===== config.mk =====
export PLATFORM = sky130hd
export DESIGN_NAME = multicycle_seq
export DESIGN_NICKNAME = d
export VERILOG_FILES = /design/src/rtl/multicycle_pkg.sv /design/src/rtl/mc_wait_timer.sv /design/src/rtl/multicycle_seq.sv
export SDC_FILE = /design/constraint.sdc
export NUM_CORES = 1
export LEC_CHECK = 0
export CAP_MARGIN = 20
export CORE_MARGIN = 2
export CORE_UTILIZATION = 35
export CTS_CLUSTER_SIZE = 28
export DETAILED_ROUTE_END_ITERATION = 8
export HOLD_SLACK_MARGIN = 0.05
export MAX_ROUTING_LAYER = met4
export PLACE_DENSITY = 0.63
export SYNTH_ARGS = -nofsm -noshare
export SYNTH_HDL_FRONTEND = slang
export SYNTH_HIERARCHICAL = 1
export SYNTH_SLANG_ARGS = --single-unit

===== constraint.sdc =====
create_clock -name clk -period 5.28 [get_ports clk]
set_input_delay 1.056 -clock clk [delete_from_list [all_inputs] [get_ports clk]]
set_output_delay 1.056 -clock clk [all_outputs]
set_load 0.01 [all_outputs]

===== src/rtl/multicycle_pkg.sv =====
// Shared types and opcode constants for the multicycle instruction sequencer.
package multicycle_pkg;

  localparam int unsigned OPC_W  = 7;
  localparam int unsigned WAIT_W = 8;

  localparam logic [OPC_W-1:0] OP_R      = 7'b0110011;
  localparam logic [OPC_W-1:0] OP_I      = 7'b0010011;
  localparam logic [OPC_W-1:0] OP_LOAD   = 7'b0000011;
  localparam logic [OPC_W-1:0] OP_STORE  = 7'b0100011;
  localparam logic [OPC_W-1:0] OP_BRANCH = 7'b1100011;

  typedef enum logic [2:0] {
    S_IF, S_ID, S_EXE, S_MEM, S_WB, S_HALT
  } state_e;

  typedef enum logic [2:0] {
    C_ALU, C_LOAD, C_STORE, C_BRANCH, C_ILL
  } cls_e;

  // Map an opcode onto the instruction class that steers the sequencer.
  function automatic cls_e decode_op(input logic [OPC_W-1:0] op);
    cls_e cls;
    case (op)
      OP_R, OP_I: cls = C_ALU;
      OP_LOAD:    cls = C_LOAD;
      OP_STORE:   cls = C_STORE;
      OP_BRANCH:  cls = C_BRANCH;
      default:    cls = C_ILL;
    endcase
    return cls;
  endfunction

endpackage


===== src/rtl/mc_wait_timer.sv =====
// Memory-wait counter; expired_o is high once WAIT_MAX stalled cycles have elapsed.
module mc_wait_timer
  import multicycle_pkg::*;
#(
  parameter int unsigned WAIT_MAX = 15
) (
  input  logic clk,
  input  logic rst_n,
  input  logic clr_i,
  input  logic cnt_en_i,
  output logic expired_o
);

  logic [WAIT_W-1:0] cnt_q, cnt_d;
  logic              expired_q;

  always_comb begin
    cnt_d = cnt_q;
    if (clr_i) begin
      cnt_d = '0;
    end else if (cnt_en_i && (cnt_q != '1)) begin
      cnt_d = cnt_q + WAIT_W'(1);
    end
  end

  // Flag registered from cnt_d so it tracks cnt_q == WAIT_MAX without a comb path.
  always_ff @(posedge clk) begin
    if (!rst_n) begin
      cnt_q     <= '0;
      expired_q <= 1'b0;
    end else begin
      cnt_q     <= cnt_d;
      expired_q <= (cnt_d == WAIT_W'(WAIT_MAX));
    end
  end

  assign expired_o = expired_q;

endmodule


===== src/rtl/multicycle_seq.sv =====
// Multicycle IF/ID/EXE/MEM/WB control sequencer with memory timeout and perf counters.
module multicycle_seq
  import multicycle_pkg::*;
#(
  parameter int unsigned CNT_W    = 32,
  parameter int unsigned WAIT_MAX = 15
) (
  input  logic             clk,
  input  logic             rst_n,
  input  logic [OPC_W-1:0] opcode,
  input  logic             zero,
  input  logic             imem_ready,
  input  logic             dmem_ready,
  output logic             state_if,
  output logic             state_id,
  output logic             state_exe,
  output logic             state_mem,
  output logic             state_wb,
  output logic             imem_req,
  output logic             dmem_req,
  output logic             pc_write,
  output logic             pc_src,
  output logic             reg_write_en,
  output logic             halted,
  output logic             err_timeout,
  output logic             err_illegal,
  output logic [CNT_W-1:0] cycle_cnt,
  output logic [CNT_W-1:0] instret_cnt
);

  state_e           state_q, state_d;
  cls_e             cls_q, cls_d, op_cls;
  logic             tmo_q, tmo_d, ill_q, ill_d;
  logic [CNT_W-1:0] cyc_q, cyc_d, ret_q, ret_d;
  logic             expired, wait_clr, wait_en, retire_c;

  assign op_cls = decode_op(opcode);

  // Next-state logic; the instruction class is latched in ID for EXE and MEM.
  always_comb begin
    state_d = state_q;
    cls_d   = cls_q;
    tmo_d   = tmo_q;
    ill_d   = ill_q;
    case (state_q)
      S_IF: begin
        if (imem_ready) begin
          state_d = S_ID;
        end else if (expired) begin
          state_d = S_HALT;
          tmo_d   = 1'b1;
        end
      end
      S_ID: begin
        cls_d = op_cls;
        if (op_cls == C_ILL) begin
          state_d = S_HALT;
          ill_d   = 1'b1;
        end else begin
          state_d = S_EXE;
        end
      end
      S_EXE: begin
        case (cls_q)
          C_ALU:            state_d = S_WB;
          C_LOAD, C_STORE:  state_d = S_MEM;
          default:          state_d = S_IF;
        endcase
      end
      S_MEM: begin
        if (dmem_ready) begin
          state_d = (cls_q == C_LOAD) ? S_WB : S_IF;
        end else if (expired) begin
          state_d = S_HALT;
          tmo_d   = 1'b1;
        end
      end
      S_WB:    state_d = S_IF;
      default: state_d = S_HALT;
    endcase
  end

  // Output decode from the current state.
  always_comb begin
    state_if     = (state_q == S_IF);
    state_id     = (state_q == S_ID);
    state_exe    = (state_q == S_EXE);
    state_mem    = (state_q == S_MEM);
    state_wb     = (state_q == S_WB);
    halted       = (state_q == S_HALT);
    imem_req     = state_if;
    dmem_req     = state_mem;
    reg_write_en = state_wb;
    retire_c     = state_wb
                 | (state_mem && (cls_q == C_STORE) && dmem_ready)
                 | (state_exe && (cls_q == C_BRANCH));
    pc_write     = retire_c;
    pc_src       = state_exe && (cls_q == C_BRANCH) && zero;
    wait_clr     = (state_d != state_q);
    wait_en      = (state_if && !imem_ready) || (state_mem && !dmem_ready);
  end

  // Saturating performance counters, frozen in HALT.
  always_comb begin
    cyc_d = cyc_q;
    ret_d = ret_q;
    if ((state_q != S_HALT) && (cyc_q != '1)) cyc_d = cyc_q + CNT_W'(1);
    if (retire_c && (ret_q != '1))            ret_d = ret_q + CNT_W'(1);
  end

  always_ff @(posedge clk) begin
    if (!rst_n) begin
      state_q <= S_IF;
      cls_q   <= C_ALU;
      tmo_q   <= 1'b0;
      ill_q   <= 1'b0;
      cyc_q   <= '0;
      ret_q   <= '0;
    end else begin
      state_q <= state_d;
      cls_q   <= cls_d;
      tmo_q   <= tmo_d;
      ill_q   <= ill_d;
      cyc_q   <= cyc_d;
      ret_q   <= ret_d;
    end
  end

  mc_wait_timer #(
    .WAIT_MAX (WAIT_MAX)
  ) u_wait_timer (
    .clk       (clk),
    .rst_n     (rst_n),
    .clr_i     (wait_clr),
    .cnt_en_i  (wait_en),
    .expired_o (expired)
  );

  assign err_timeout = tmo_q;
  assign err_illegal = ill_q;
  assign cycle_cnt   = cyc_q;
  assign instret_cnt = ret_q;

endmodule

; Word-level counts from Yosys, hierarchy flattened
; Index checks and enable logic that the tools add are counted.
[op_classes]
muxes = 14
addsub = 3
eq_ne = 22
n_reduce_logical = 19
bitwise = 2
[op_table]
columns = op, count
row1 = "32-bit by 1-bit adder with 32-bit output, second input constant", 2
row2 = "32-bit != test, second input constant", 2
row3 = 8-bit two-way mux, 2
row4 = 3-bit two-way mux, 5
row5 = 3-bit one-hot mux with 5 select lines, 1
row6 = "7-bit by 6-bit == test with 1-bit output, second input constant", 2
row7 = "3-bit by 2-bit == test with 1-bit output, second input constant", 4
row8 = 3-bit one-hot mux with 4 select lines, 1
row9 = "3-bit == test, second input constant", 3
row10 = 1-bit logical AND, 9
row11 = "8-bit by 1-bit adder with 8-bit output, second input constant", 1
row12 = "8-bit by 4-bit == test with 1-bit output, second input constant", 1
row13 = "8-bit != test, second input constant", 1
row14 = "7-bit by 2-bit == test with 1-bit output, second input constant", 1
row15 = "7-bit by 5-bit == test with 1-bit output, second input constant", 1
row16 = "7-bit == test, second input constant", 1
row17 = "3-bit by 1-bit == test with 1-bit output, second input constant", 2
row18 = 3-bit zero test, 2
row19 = 3-bit one-hot mux with 2 select lines, 1
row20 = "2-bit != test, second input constant", 2
row21 = 2-bit OR reduction, 2
row22 = 1-bit two-way mux, 3
row23 = 3-bit != test, 1
row24 = "3-bit != test, second input constant", 1
row25 = 7 further kinds, 9
[word_totals]
elab_cells = 68
register_bits = 81
input_bits = 12

; Longest topological paths before layout
[logic_depth]
depth_word = 9
depth_mapped = 10
ltp_nobuf = 10

; Modules after synthesis
; The synthesis kept the hierarchy.
[modules_own_cells]
columns = mod, seq_area_each_um2, cells_per_inst, area_per_inst_um2, n_inst
row1 = multicycle_seq, 1441.4, 431, 3673.5, 1
row2 = mc_wait_timer, 180.2, 50, 449.2, 1

; Worst setup path after synthesis
; OpenSTA, ideal clock, no wires.
[synth_timing]
path_type = in2out
startpoint = in dmem_ready
endpoint = out pc_write
stages = 5
path_buffers = 1
t_arrival_ns = 1.816
required_time_ns = 4.224
slack_ns = 2.408
path_cell_list = nand3b_1 > a211oi_2 > nor2_2 > buf_2 > inv_1
[synth_via]
elab_chain_cells = 3
[synth_rtl]
columns = item, line_no
row1 = from (decl), multicycle_seq.sv:13  ; input logic dmem_ready,
row2 = 1-bit logical AND, multicycle_seq.sv:95  ; | (state_mem && (cls_q == C_STORE) && dmem_ready)
row3 = 1-bit bitwise OR, multicycle_seq.sv:95
row4 = 1-bit bitwise OR, multicycle_seq.sv:96  ; | (state_exe && (cls_q == C_BRANCH));
row5 = to (decl), multicycle_seq.sv:21  ; output logic pc_write,
; Every way passes these cells.

; Final worst setup path
; Ends and elaborated chain as after synthesis.

==> qor.yml <==
cp_slowest_cell: "clkdlybuf4s50_1"
finalPower_w: 0.00144
synthFlopType: "dfxtp_1"
syn_avg_cell_area_um2: 8.57
cts.clk_slew.worst_paths_ns: 0.06
p_leak_nw: 1.76
postCtsResizedCells: 0
synth_nets: 496
fp.dieW_um: 113
synth_edf_count: 0
critical_path_class: "in2out"
die_y_um: 113
maxCapViolCount: 0
period_needed_ns: 3.87
skew_ns: 0.00990
setup_viol: 0
gp_congestion: 0.823
dr_total_vias: 3767
overflow: 0
cts_buffer_depth: 2
drc: 0
yosys_warnings: 6
drt_iter0_markers: 213
cts-root-buf: "clkbuf_16"
final_max_slew_viol_count: 0
place_inst: 694
critPathMostFrequentCell: "clkdlybuf4s50_1"
power.density_nw_per_um2: 265
drt_pass1_iterations: 4
synth_area_um2: 4120
fin_cells: 710
yosysSeqAreaShare: 0.393
path_cells: "clkdlybuf4s50_1, nand3b_1, a211oi_2, nor2_2, inv_1, clkdlybuf4s50_1"
antenna_cells: 0
hold_viol_final: 0
grt_antenna_before_repair: 0
crit_path_max_incr_delay_ns: 0.53
rsz0062_at_grt: "no"
async_flop_share: 0
tightest_slew_ns: 1.07
area_growth_pct: 32.1
cts.htree.levels: 3
dp_hpwl_um: 7190
drive_above_1_share: 0.0723
crit_required_ns: 4.22
detail-route-antenna-nets: 0
ys_types: 57
slew_headroom: 0.287
cp-start-kind: "primary input"
postCtsHoldBufs: 0
grt_start_max_net_pins: 39
status: "finished clean"
synth-seq-cells: 81
arrival_ns: 2.81
start_util: 0.360
num_io_pins: 89
drt_wl_total_um: 10300
vdd_ir_drop_max_mv: 0.204
crit_fanout: 4
core_um2: 11500
syn_inst: 481
path_buf_inv: 3
cts_sinks: 81
grt_pass1_wl_um: 17000
grt_util_all_layers: 0.166
numCtsBuffers: 9
clk_latency_ns: 0.33
final_nets: 577
max_clock_freq_mhz: 258
cts_tree: "done"
dieArea_um2: 12700
rows: 39
port_buffers: 88
critPathCaptureType: "output pin"
grt_pass1_vias: 3633
vias_per_cell: 5.31
wire_per_inst_um: 14.4
fin_crit_sh: 0.733
min_path_type: "reg2reg"
crit_family: "buffers and inverters"
fin_setup_tns_ns: 0
cts_setup_buffers: 0
-- stage by stage --
step                      setup slack (ns)  area (µm²)  utilization  hold WS [ns]
after floorplan                       2.41        4120            -         0.450
after CTS                             1.44        5450        0.475         0.491
final                                 1.41        5450        0.475         0.484
after detailed placement              1.46        5100        0.445         0.477
after global placement                1.46        5080        0.443         0.453
after global routing                  1.32        5450        0.475         0.513
-- Yosys cell counts, types with 3 or more instances --
library cell / n / area [µm²]
xor2_1: 19 / 166
nor4b_1: 5 / 43.8
nor2_1: 75 / 282
and2_1: 5 / 31.3
o21ai_0: 11 / 55.1
xnor2_1: 40 / 350
nor2b_1: 3 / 18.8
dfxtp_1: 81 / 1620
buf_4: 3 / 22.5
nor4_2: 11 / 138
nand2_1: 29 / 109
ha_1: 3 / 37.5
nor3_1: 23 / 115
nand3b_1: 3 / 22.5
nor4_1: 4 / 25.0
buf_2: 5 / 25.0
nand4_1: 16 / 100
nand2b_1: 7 / 43.8
and4_1: 11 / 96.3
a21oi_1: 19 / 95.1
and3_1: 11 / 68.8
inv_1: 6 / 22.5
or3_1: 8 / 50.1
nand3_1: 29 / 145
clkbuf_1: 9 / 33.8
nor3b_1: 6 / 45.0
-- registers in the layout (all words and copies together) (netlist names) --
register / flops
cls_q: 3
instret_cnt: 32
u_wait_timer/expired_o: 1
state_q: 3
err_illegal: 1
err_timeout: 1
u_wait_timer/cnt_q: 8
cycle_cnt: 32
-- power breakdown --
part	switching [W]	total, W	internal (W)
registers	0.0000128	0.000631	0.000618
logic	0.0000495	0.0000919	0.0000424
clock network	0.000254	0.000719	0.000465
total	0.000317	0.00144	0.00113
-- routing by layer --
| layer | share of wire | GRT usage | vias up |
|---|---|---|---|
| met5 | 0 | - | - |
| met4 | 0.012 | 0.0545 | 0 |
| met2 | 0.45 | 0.253 | 92 |
| li1 | - | - | 1861 |
| met3 | 0.051 | 0.0443 | 11 |
| met1 | 0.48 | 0.215 | 1803 |
-- area by class of cell --
cell class,instances,area (µm²)
Sequential cell,81,1620
Clock inverter,6,115
Clock buffer,10,229
Multi-Input combinational cell,373,2370
Inverter,7,26.3
Timing Repair Buffer,90,908
Fill cell,1131,6020
Tap cell,143,179
-- worst paths after layout --
path | to | depth (start not counted) | from | slack (ns)
worst max register to register | u_wait_timer/expired_o$_SDFF_PN0_ | 7 | state_q[1]$_SDFF_PN0_ | 2.50
worst min-delay path | err_illegal$_SDFFE_PN0P_ | 2 | err_illegal$_SDFFE_PN0P_ | 0.48
worst max-delay path | pc_write | 6 | dmem_ready | 1.41
worst min register to register | err_illegal$_SDFFE_PN0P_ | 2 | err_illegal$_SDFFE_PN0P_ | 0.48
-- layout by cell type (no fill, tap or decap), drive strengths merged, types with 2 or more instances in the layout --
cell type      instances
clkdlybuf4s50         88
dfxtp                 81
nor2                  76
xnor2                 40
nand3                 29
nand2                 29
nor3                  25
a21oi                 20
xor2                  19
nand4                 17
nor4                  15
o21ai                 13
and4                  12
and3                  11
clkbuf                10
or3                    8
inv                    8
nand2b                 7
nor3b                  6
nor4b                  6
and2                   5
a211oi                 4
nor2b                  3
nand3b                 3
ha                     3
bufinv                 3
o211ai                 2
o22ai                  2
a31oi                  2
mux2i                  2
or4                    2
buf                    2
-- worst min-delay path, delay by kind of cell, from the launching register on --
kind	cells	cell delay [ns]
DFF	1	0.33
and+or+nand+nor	2	0.12
-- logic make-up after synthesis --
group / after synthesis / synth area share
DFF: 81 / 0.393
muxes: 2 / 0.00486
AOI/OAI and AO/OA: 52 / 0.0826
xor gates and xnor gates: 59 / 0.125
adders and majority gates: 3 / 0.00911
and+or+nand+nor: 257 / 0.352
buffers and inverters: 27 / 0.0325
(Power assumes the default switching activity.)
